<file path="config.mk">
export PLATFORM = sky130hd
export DESIGN_NAME = instr_fetch_flat
export DESIGN_NICKNAME = d
export VERILOG_FILES = /design/src/rtl/mips_pkg.sv /design/src/rtl/instr_fetch_if.sv /design/src/rtl/instr_fetch_pc_next_logic.sv /design/src/rtl/instr_fetch.sv /design/src/flat_wrapper.sv
export SDC_FILE = /design/constraint.sdc
export NUM_CORES = 1
export LEC_CHECK = 0
export CELL_PAD_IN_SITES_DETAIL_PLACEMENT = 0
export CELL_PAD_IN_SITES_GLOBAL_PLACEMENT = 1
export CORE_ASPECT_RATIO = 1.1
export CORE_MARGIN = 5
export CORE_UTILIZATION = 40
export CTS_CLUSTER_DIAMETER = 200
export DETAILED_ROUTE_END_ITERATION = 12
export DONT_BUFFER_PORTS = 1
export PLACE_DENSITY = 0.73
export REMOVE_ABC_BUFFERS = 1
export SYNTH_ARGS = -nofsm -noshare
export SYNTH_HDL_FRONTEND = slang
export SYNTH_SLANG_ARGS = --single-unit
</file>
<file path="constraint.sdc">
create_clock -name clk -period 3.75 [get_ports clk]
set_input_delay 0.75 -clock clk [delete_from_list [all_inputs] [get_ports clk]]
set_output_delay 0.75 -clock clk [all_outputs]
set_load 0.005 [all_outputs]
</file>
<file path="src/rtl/mips_pkg.sv">
// Shared constants and types for the MIPS fetch/decode slice.
package mips_pkg;

  localparam logic [5:0] OP_RTYPE = 6'b000000;
  localparam logic [5:0] OP_J     = 6'b000010;
  localparam logic [5:0] OP_BEQ   = 6'b000100;
  localparam logic [5:0] OP_ADDI  = 6'b001000;
  localparam logic [5:0] OP_LW    = 6'b100011;
  localparam logic [5:0] OP_SW    = 6'b101011;

  localparam logic [31:0] DEFAULT_RESET_PC = 32'h0000_0000;

  typedef enum logic {
    S_FETCH = 1'b0,
    S_HOLD  = 1'b1
  } fetch_state_t;

  // Word offset of a branch immediate, as a 32-bit byte displacement.
  function automatic logic [31:0] branch_offset(input logic [15:0] imm);
    return {{14{imm[15]}}, imm, 2'b00};
  endfunction

endpackage

</file>
<file path="src/rtl/instr_fetch_if.sv">
// Instruction memory request/acknowledge bus between the fetch stage and imem.
interface instr_fetch_if;
  logic        req;
  logic [31:0] addr;
  logic        ack;
  logic [31:0] rdata;

  modport master (output req, output addr, input ack, input rdata);
  modport slave  (input req, input addr, output ack, output rdata);
endinterface

</file>
<file path="src/rtl/instr_fetch_pc_next_logic.sv">
// Combinational next-PC selection: jump > taken branch > sequential.
module pc_next_logic
  import mips_pkg::*;
(
  input  logic [31:0] pc,
  input  logic [25:0] jump_field,
  input  logic        jump,
  input  logic        branch_taken,
  input  logic [15:0] branch_imm,
  output logic [31:0] pc_plus4,
  output logic [31:0] next_pc
);

  logic [31:0] jump_target;
  logic [31:0] branch_target;

  assign pc_plus4      = pc + 32'd4;
  assign jump_target   = {pc_plus4[31:28], jump_field, 2'b00};
  assign branch_target = pc_plus4 + branch_offset(branch_imm);

  always_comb begin
    next_pc = pc_plus4;
    if (jump) begin
      next_pc = jump_target;
    end else if (branch_taken) begin
      next_pc = branch_target;
    end
  end

endmodule

</file>
<file path="src/rtl/instr_fetch.sv">
// Fetch stage: PC, imem handshake, instruction register and retire counter.
module instr_fetch
  import mips_pkg::*;
#(
  parameter logic [31:0] RESET_PC = DEFAULT_RESET_PC
) (
  input  logic                 clk,
  input  logic                 rst,
  instr_fetch_if.master        imem,
  output logic                 instr_valid,
  input  logic                 instr_ready,
  output logic [31:0]          instr,
  output logic [5:0]           opcode,
  output logic [31:0]          pc,
  output logic [31:0]          pc_plus4,
  input  logic                 branch_taken,
  input  logic [15:0]          branch_imm,
  input  logic                 jump,
  output logic [31:0]          retired_cnt
);

  fetch_state_t state_reg;
  logic [31:0]  pc_reg;
  logic [31:0]  instr_reg;
  logic [31:0]  retired_cnt_reg;
  logic         valid_reg;
  logic [31:0]  next_pc;

  pc_next_logic u_pc_next (
    .pc           (pc_reg),
    .jump_field   (instr_reg[25:0]),
    .jump         (jump),
    .branch_taken (branch_taken),
    .branch_imm   (branch_imm),
    .pc_plus4     (pc_plus4),
    .next_pc      (next_pc)
  );

  always_ff @(posedge clk or posedge rst) begin
    if (rst) begin
      state_reg       <= S_FETCH;
      pc_reg          <= RESET_PC;
      instr_reg       <= 32'h0;
      retired_cnt_reg <= 32'h0;
      valid_reg       <= 1'b0;
    end else begin
      case (state_reg)
        S_FETCH: begin
          if (imem.ack) begin
            instr_reg <= imem.rdata;
            valid_reg <= 1'b1;
            state_reg <= S_HOLD;
          end
        end
        S_HOLD: begin
          if (instr_ready) begin
            pc_reg          <= next_pc;
            retired_cnt_reg <= retired_cnt_reg + 32'd1;
            valid_reg       <= 1'b0;
            state_reg       <= S_FETCH;
          end
        end
        default: begin
          state_reg <= S_FETCH;
          valid_reg <= 1'b0;
        end
      endcase
    end
  end

  // Gated by rst so an in-flight request drops in the same instant reset rises.
  assign imem.req    = (state_reg == S_FETCH) && !rst;
  assign imem.addr   = pc_reg;
  assign instr_valid = valid_reg;
  assign instr       = instr_reg;
  assign opcode      = instr_reg[31:26];
  assign pc          = pc_reg;
  assign retired_cnt = retired_cnt_reg;

endmodule

</file>
<file path="src/flat_wrapper.sv">
// flat-port wrapper written by rule: the top's interface ports become plain ports
module instr_fetch_flat import mips_pkg::*;
#(
  parameter logic [31:0] RESET_PC = DEFAULT_RESET_PC
)
  (clk, rst, instr_valid, instr_ready, instr, opcode, pc, pc_plus4, branch_taken, branch_imm, jump, retired_cnt, imem_req, imem_addr, imem_ack, imem_rdata);
  instr_fetch_if imem_i ();
  input  logic clk;
  input  logic rst;
  output logic instr_valid;
  input  logic instr_ready;
  output logic [31:0] instr;
  output logic [5:0] opcode;
  output logic [31:0] pc;
  output logic [31:0] pc_plus4;
  input  logic branch_taken;
  input  logic [15:0] branch_imm;
  input  logic jump;
  output logic [31:0] retired_cnt;
  output wire logic [$bits(imem_i.req)-1:0] imem_req;
  output wire logic [$bits(imem_i.addr)-1:0] imem_addr;
  input wire logic [$bits(imem_i.ack)-1:0] imem_ack;
  input wire logic [$bits(imem_i.rdata)-1:0] imem_rdata;
  assign imem_req = imem_i.req;
  assign imem_addr = imem_i.addr;
  assign imem_i.ack = imem_ack;
  assign imem_i.rdata = imem_rdata;
  instr_fetch #(.RESET_PC(RESET_PC)) u_core (.clk(clk), .rst(rst), .imem(imem_i), .instr_valid(instr_valid), .instr_ready(instr_ready), .instr(instr), .opcode(opcode), .pc(pc), .pc_plus4(pc_plus4), .branch_taken(branch_taken), .branch_imm(branch_imm), .jump(jump), .retired_cnt(retired_cnt));
endmodule
</file>
* Yosys cells after proc, flatten, opt, wreduce, memory -nomap -nowiden
Index checks and enable logic that the tools add are counted.
Word-level totals: word-level logic and storage cells 24, output and inout port bits 168, register bits after elaboration 98
Operators by class: eq/ne operators 2, bitwise operators 1, reduce and logical (&&, ||, !) cells 5, add/subtract/negate cells 3, mux-type cells 8
Operators by type and width (number):
- 2-to-1 mux 32 bit | 2
- adder 32 x 1 -> 32 bit, second input constant | 1
- adder 32 x 3 -> 32 bit, second input constant | 1
- adder 32 bit | 1
- AND reduction 2 bit | 3
- 2-to-1 mux 1 bit | 4
- != test 2 bit, second input constant | 2
- one-hot mux 1 bit (2 select lines) | 2
- logical AND 1 bit | 1
- logical NOT 1 bit | 1
- NOT 1 bit | 1

* Logic depth before layout (Yosys ltp)
depth after elaboration 4, depth in mapped cells 19, gate-level depth less buffers 16

* By module
From an unflattened synthesis, not the netlist that was laid out.
Unflattened totals: cells, all modules 713, area total of the unflattened synthesis 6956.7 um2
Modules (own cells, without submodules):
- instr_fetch | cells an instance 316, area each 4230.3 um2, times used 1, sequential area each 2452.4 um2
- pc_next_logic | cells an instance 397, area each 2726.4 um2, times used 1, sequential area each 0.0 um2

* Worst setup path after synthesis
No wires, ideal clock.
kind reg2reg, start point register u_core.pc_reg[4] (netlist: u_core.imem.addr[4]), end point register u_core.pc_reg[27] (netlist: u_core.imem.addr[27]), arrival 3.714 ns, clock period less this slack 3.836 ns, cell stages (with the launch flop) 17, path slack -0.086 ns, required time 3.628 ns, path through dfrtp_1 and4_1 buf_2 and3_1 buf_2 nand3_1 nor2_1 nand2_1 xnor2_1 ha_1 clkbuf_1 a21o_1 a21o_1 or3_1 o21ai_1 mux2_2 a2111oi_1
Between the ends: longest elaborated chain between the ends 4
Ends and longest elaborated chain:
- from (decl) | RTL line instr_fetch.sv:23 | logic [31:0] pc_reg;
- from (signal assigned) | RTL line instr_fetch.sv:57 | pc_reg <= next_pc;
- adder 32 x 3 -> 32 bit | RTL line instr_fetch_pc_next_logic.sv:17 | assign pc_plus4 = pc + 32'd4;
- named net pc_plus4[24] | RTL line flat_wrapper.sv:15 | output logic [31:0] pc_plus4;
- adder 32 bit | RTL line instr_fetch_pc_next_logic.sv:19 | assign branch_target = pc_plus4 + branch_offset(branch_imm);
- 2-to-1 mux 32 bit | RTL line instr_fetch_pc_next_logic.sv:25 | end else if (branch_taken) begin
- 2-to-1 mux 32 bit | RTL line instr_fetch_pc_next_logic.sv:23 | if (jump) begin
The timed path passes the listed nets, and every way through them passes these cells. A chain may end at the register's enable or synchronous reset.

* Worst setup path in the final report
start point register u_core.pc_reg[2] (netlist: u_core.imem.addr[2]), end point register u_core.pc_reg[30] (netlist: u_core.imem.addr[30])
Between the ends: longest elaborated chain between the ends 4
Ends and longest elaborated chain (RTL line):
- adder 32 x 3 -> 32 bit (*) | instr_fetch_pc_next_logic.sv:17
- adder 32 bit | instr_fetch_pc_next_logic.sv:19
- 2-to-1 mux 32 bit | instr_fetch_pc_next_logic.sv:25
- 2-to-1 mux 32 bit (*) | instr_fetch_pc_next_logic.sv:23
Mark *: on every way between the ends. The rest lies on a longest branch, timed or not.

==> flow_metrics.py <==
metrics = {
    "grt": {
        "grt_max_degree": 40,
        "grt_pass1_wl_um": 32100,
        "grt_pass1_vias": 5856,
        "gr-usage-met3_pct": 5.55,
        "busiest_layer": "met2",
        "antenna_found_initial": 1,
        "use_met1_pct": 24.5,
        "grt_usage_pct": 20.4,
        "overflow": 0,
        "grt_use_met2_pct": 35.4,
    },
    "synthesis": {
        "synth_ff_type": "dfrtp_1",
        "synth_area_um2": 6820,
        "ys_seq_area_share_pct": 35.2,
        "synth.distinct_cells": 63,
        "syn_inst": 759,
        "synth_seq_cells": 96,
        "synth_warnings": 0,
        "syn_area_per_cell_um2": 8.98,
        "synthArstFlopShare_pct": 100,
        "synth-edff-count": 0,
    },
    "worst_setup_path": {
        "ff2ff_path_depth": 15,
        "worstPathMaxFanout": 5,
        "regToRegStartpoint": "u_core.imem.addr[2]$_DFFE_PP0P_",
        "endpoint": "u_core.imem.addr[30]$_DFFE_PP0P_",
        "cp-start-kind": "register",
        "critical_path_class": "register to register",
        "required_ps": 3960,
        "r2r_end": "u_core.imem.addr[30]$_DFFE_PP0P_",
        "worstSetupStartpoint": "u_core.imem.addr[2]$_DFFE_PP0P_",
        "end_kind": "register",
        "cp.arrival_ps": 3750,
        "reg2reg_slack_ps": 210,
    },
    "cells_and_area": {
        "n_fill_cell": 1652,
        "final_cell_area_um2": 7520,
        "nets": 863,
        "final_cell_mix": "96 x dfrtp_1, 81 x nand2_1, 67 x buf_4",
        "final_common_cell": "dfrtp_1",
        "diodes": 0,
        "syn2layout_area_growth_pct": 10.3,
        "drive_above_1_share_pct": 17.8,
    },
    "clocking": {
        "cts_made_buffers": 9,
        "insertion_delay_ps": 340,
        "cts.sinks": 96,
        "tritoncts": "yes",
        "cts_hold_buf": 0,
        "cts_htree_levels": 3,
        "cts_root_buffer": "clkbuf_16",
        "clk_pin_slew_ps": 70,
        "clock_path_buffers": 2,
    },
    "die": {
        "dieArea_um2": 19800,
        "num_rows": 50,
        "die_x_um": 134,
        "ioPinCount": 222,
        "start_util_pct": 40.3,
        "core_um2": 16900,
        "die_y_um": 147,
    },
    "timing": {
        "tns_ps": 0,
        "timing.clock.skew_ps": 9.98,
        "rsz0062_at_grt": "false",
        "clock.fmax_mhz": 283,
        "period_share_pct": 94.4,
        "hold-worst-slack_ps": 312,
        "relSlewSlack_pct": 28.7,
        "tightest_slew_ps": 1070,
        "period_needed_ps": 3540,
        "maxSlewViolCount": 0,
        "setup_viol": 0,
        "hold_violations": 0,
    },
    "flow_run": {
        "drv_cap": 0,
    },
    "status": {
        "status": "completed",
    },
    "place": {
        "placed_area_um2": 7160,
        "gp_congestion": 0.959,
        "portBuffers": 0,
        "dpl.hpwl_um": 16300,
    },
    "route": {
        "final_antenna_net_count": 0,
        "drtIter0Drc": 252,
        "vias_per_cell": 5.72,
        "wl_per_cell_um": 20.8,
        "drt_pass1_iterations": 4,
        "routed_wl_um": 20400,
        "vias": 5613,
        "drc": 0,
    },
    "pwr": {
        "ir_worst_vdd_v": 0.000263,
        "power.density_nw_per_um2": 700,
        "power_mw": 5.26,
        "p_leak_nw": 3.39,
    },
    "min_path": {
        "hold_path.class": "input pin to async pin",
    },
}
kinds of logic (layout without fill, tap and decap cells):
group	after synthesis	count (layout)	share of synthesized area, %
AO/OA/AOI/OAI	181	181	16.9
XOR/XNOR	82	82	10.6
adder cells (fa/ha/maj)	38	38	7.09
buffers and inverters	81	91	6.88
flip-flops	96	96	35.2
multiplexers	36	36	5.89
other	1	6	0.0550
AND/OR/NAND/NOR	244	244	17.2
critical path: stages (launching register included):
cell and delay (ps):
dfrtp_1 380, ha_1 230, and3_1 210, buf_4 160, nand2_1 70, xnor2_1 140
ha_1 400, nand3_2 170, nor2_1 180, a22oi_2 140, o21ai_1 340, nor3_1 110
o41a_1 440, o21ai_1 190, xnor2_1 160, o21ai_0 100
cells in the mapped netlist (all sizes together) (21+ instances only):
| cell | n | area (um^2) |
|---|---|---|
| a21oi | 57 | 285 |
| and3 | 21 | 131 |
| buf | 49 | 349 |
| clkbuf | 22 | 82.6 |
| dfrtp | 96 | 2400 |
| ha | 37 | 463 |
| mux2 | 33 | 372 |
| nand2 | 82 | 310 |
| nand3 | 30 | 168 |
| nor2 | 61 | 229 |
| o21ai | 49 | 245 |
| xnor2 | 55 | 482 |
| xor2 | 27 | 244 |
power breakdown:
part | internal (mW) | leakage [nW] | switching (mW)
Sequential | 1.28 | 1.18 | 0.340
Clock | 0.480 | 0.131 | 0.372
Combinational | 1.24 | 2.08 | 1.54
Total | 3.00 | 3.39 | 2.26
metal layers:
metal  up-vias  wire length [um]
li1       2658                 -
met1      2751              8160
met2       173             10200
met3        29              1540
met4         2               455
met5         -                12
worst min-delay path by stage:
stage	slack, ps	to	from
2_1_floorplan	470	u_core.retired_cnt[31]$_DFFE_PP0P_	u_core.retired_cnt[31]$_DFFE_PP0P_
3_3_place_gp	500	u_core.retired_cnt[31]$_DFFE_PP0P_	u_core.retired_cnt[31]$_DFFE_PP0P_
3_5_place_dp	510	u_core.retired_cnt[31]$_DFFE_PP0P_	u_core.retired_cnt[31]$_DFFE_PP0P_
4_1_cts	320	u_core.instr_valid$_DFFE_PP0P_	rst
5_1_grt	350	u_core.instr_valid$_DFFE_PP0P_	rst
6_report	310	u_core.instr_valid$_DFFE_PP0P_	rst
cell type report:
cell class                      count  area (um^2)  area share, %
Inverter                           10         40.0          0.533
Clock buffer                       12          256           3.41
Tap cell                          208          260           3.46
Sequential cell                    96         2400           32.0
Multi-Input combinational cell    587         4040           53.7
Timing Repair Buffer               67          503           6.69
Clock inverter                      2         16.3          0.216
metrics by stage:
| stage | setup slack (ps) | utilization (%) | std cells |
|---|---|---|---|
| 2_1_floorplan | -17.8 | - | 693 |
| 3_3_place_gp | 108 | 42.4 | 966 |
| 3_5_place_dp | 13.4 | 42.4 | 966 |
| 4_1_cts | 64.3 | 44.1 | 980 |
| 5_1_grt | 3.45 | 44.5 | 982 |
| 6_report | 211 | 44.5 | 982 |
what timing repair did:
item | CTS | global route
pin swaps | 0 | 2
setup endpoints to repair | 2 | 9
buffers inserted | 0 | 2
resized for setup | 2 | 12
Note: power is estimated with default switching activity, not from simulation.
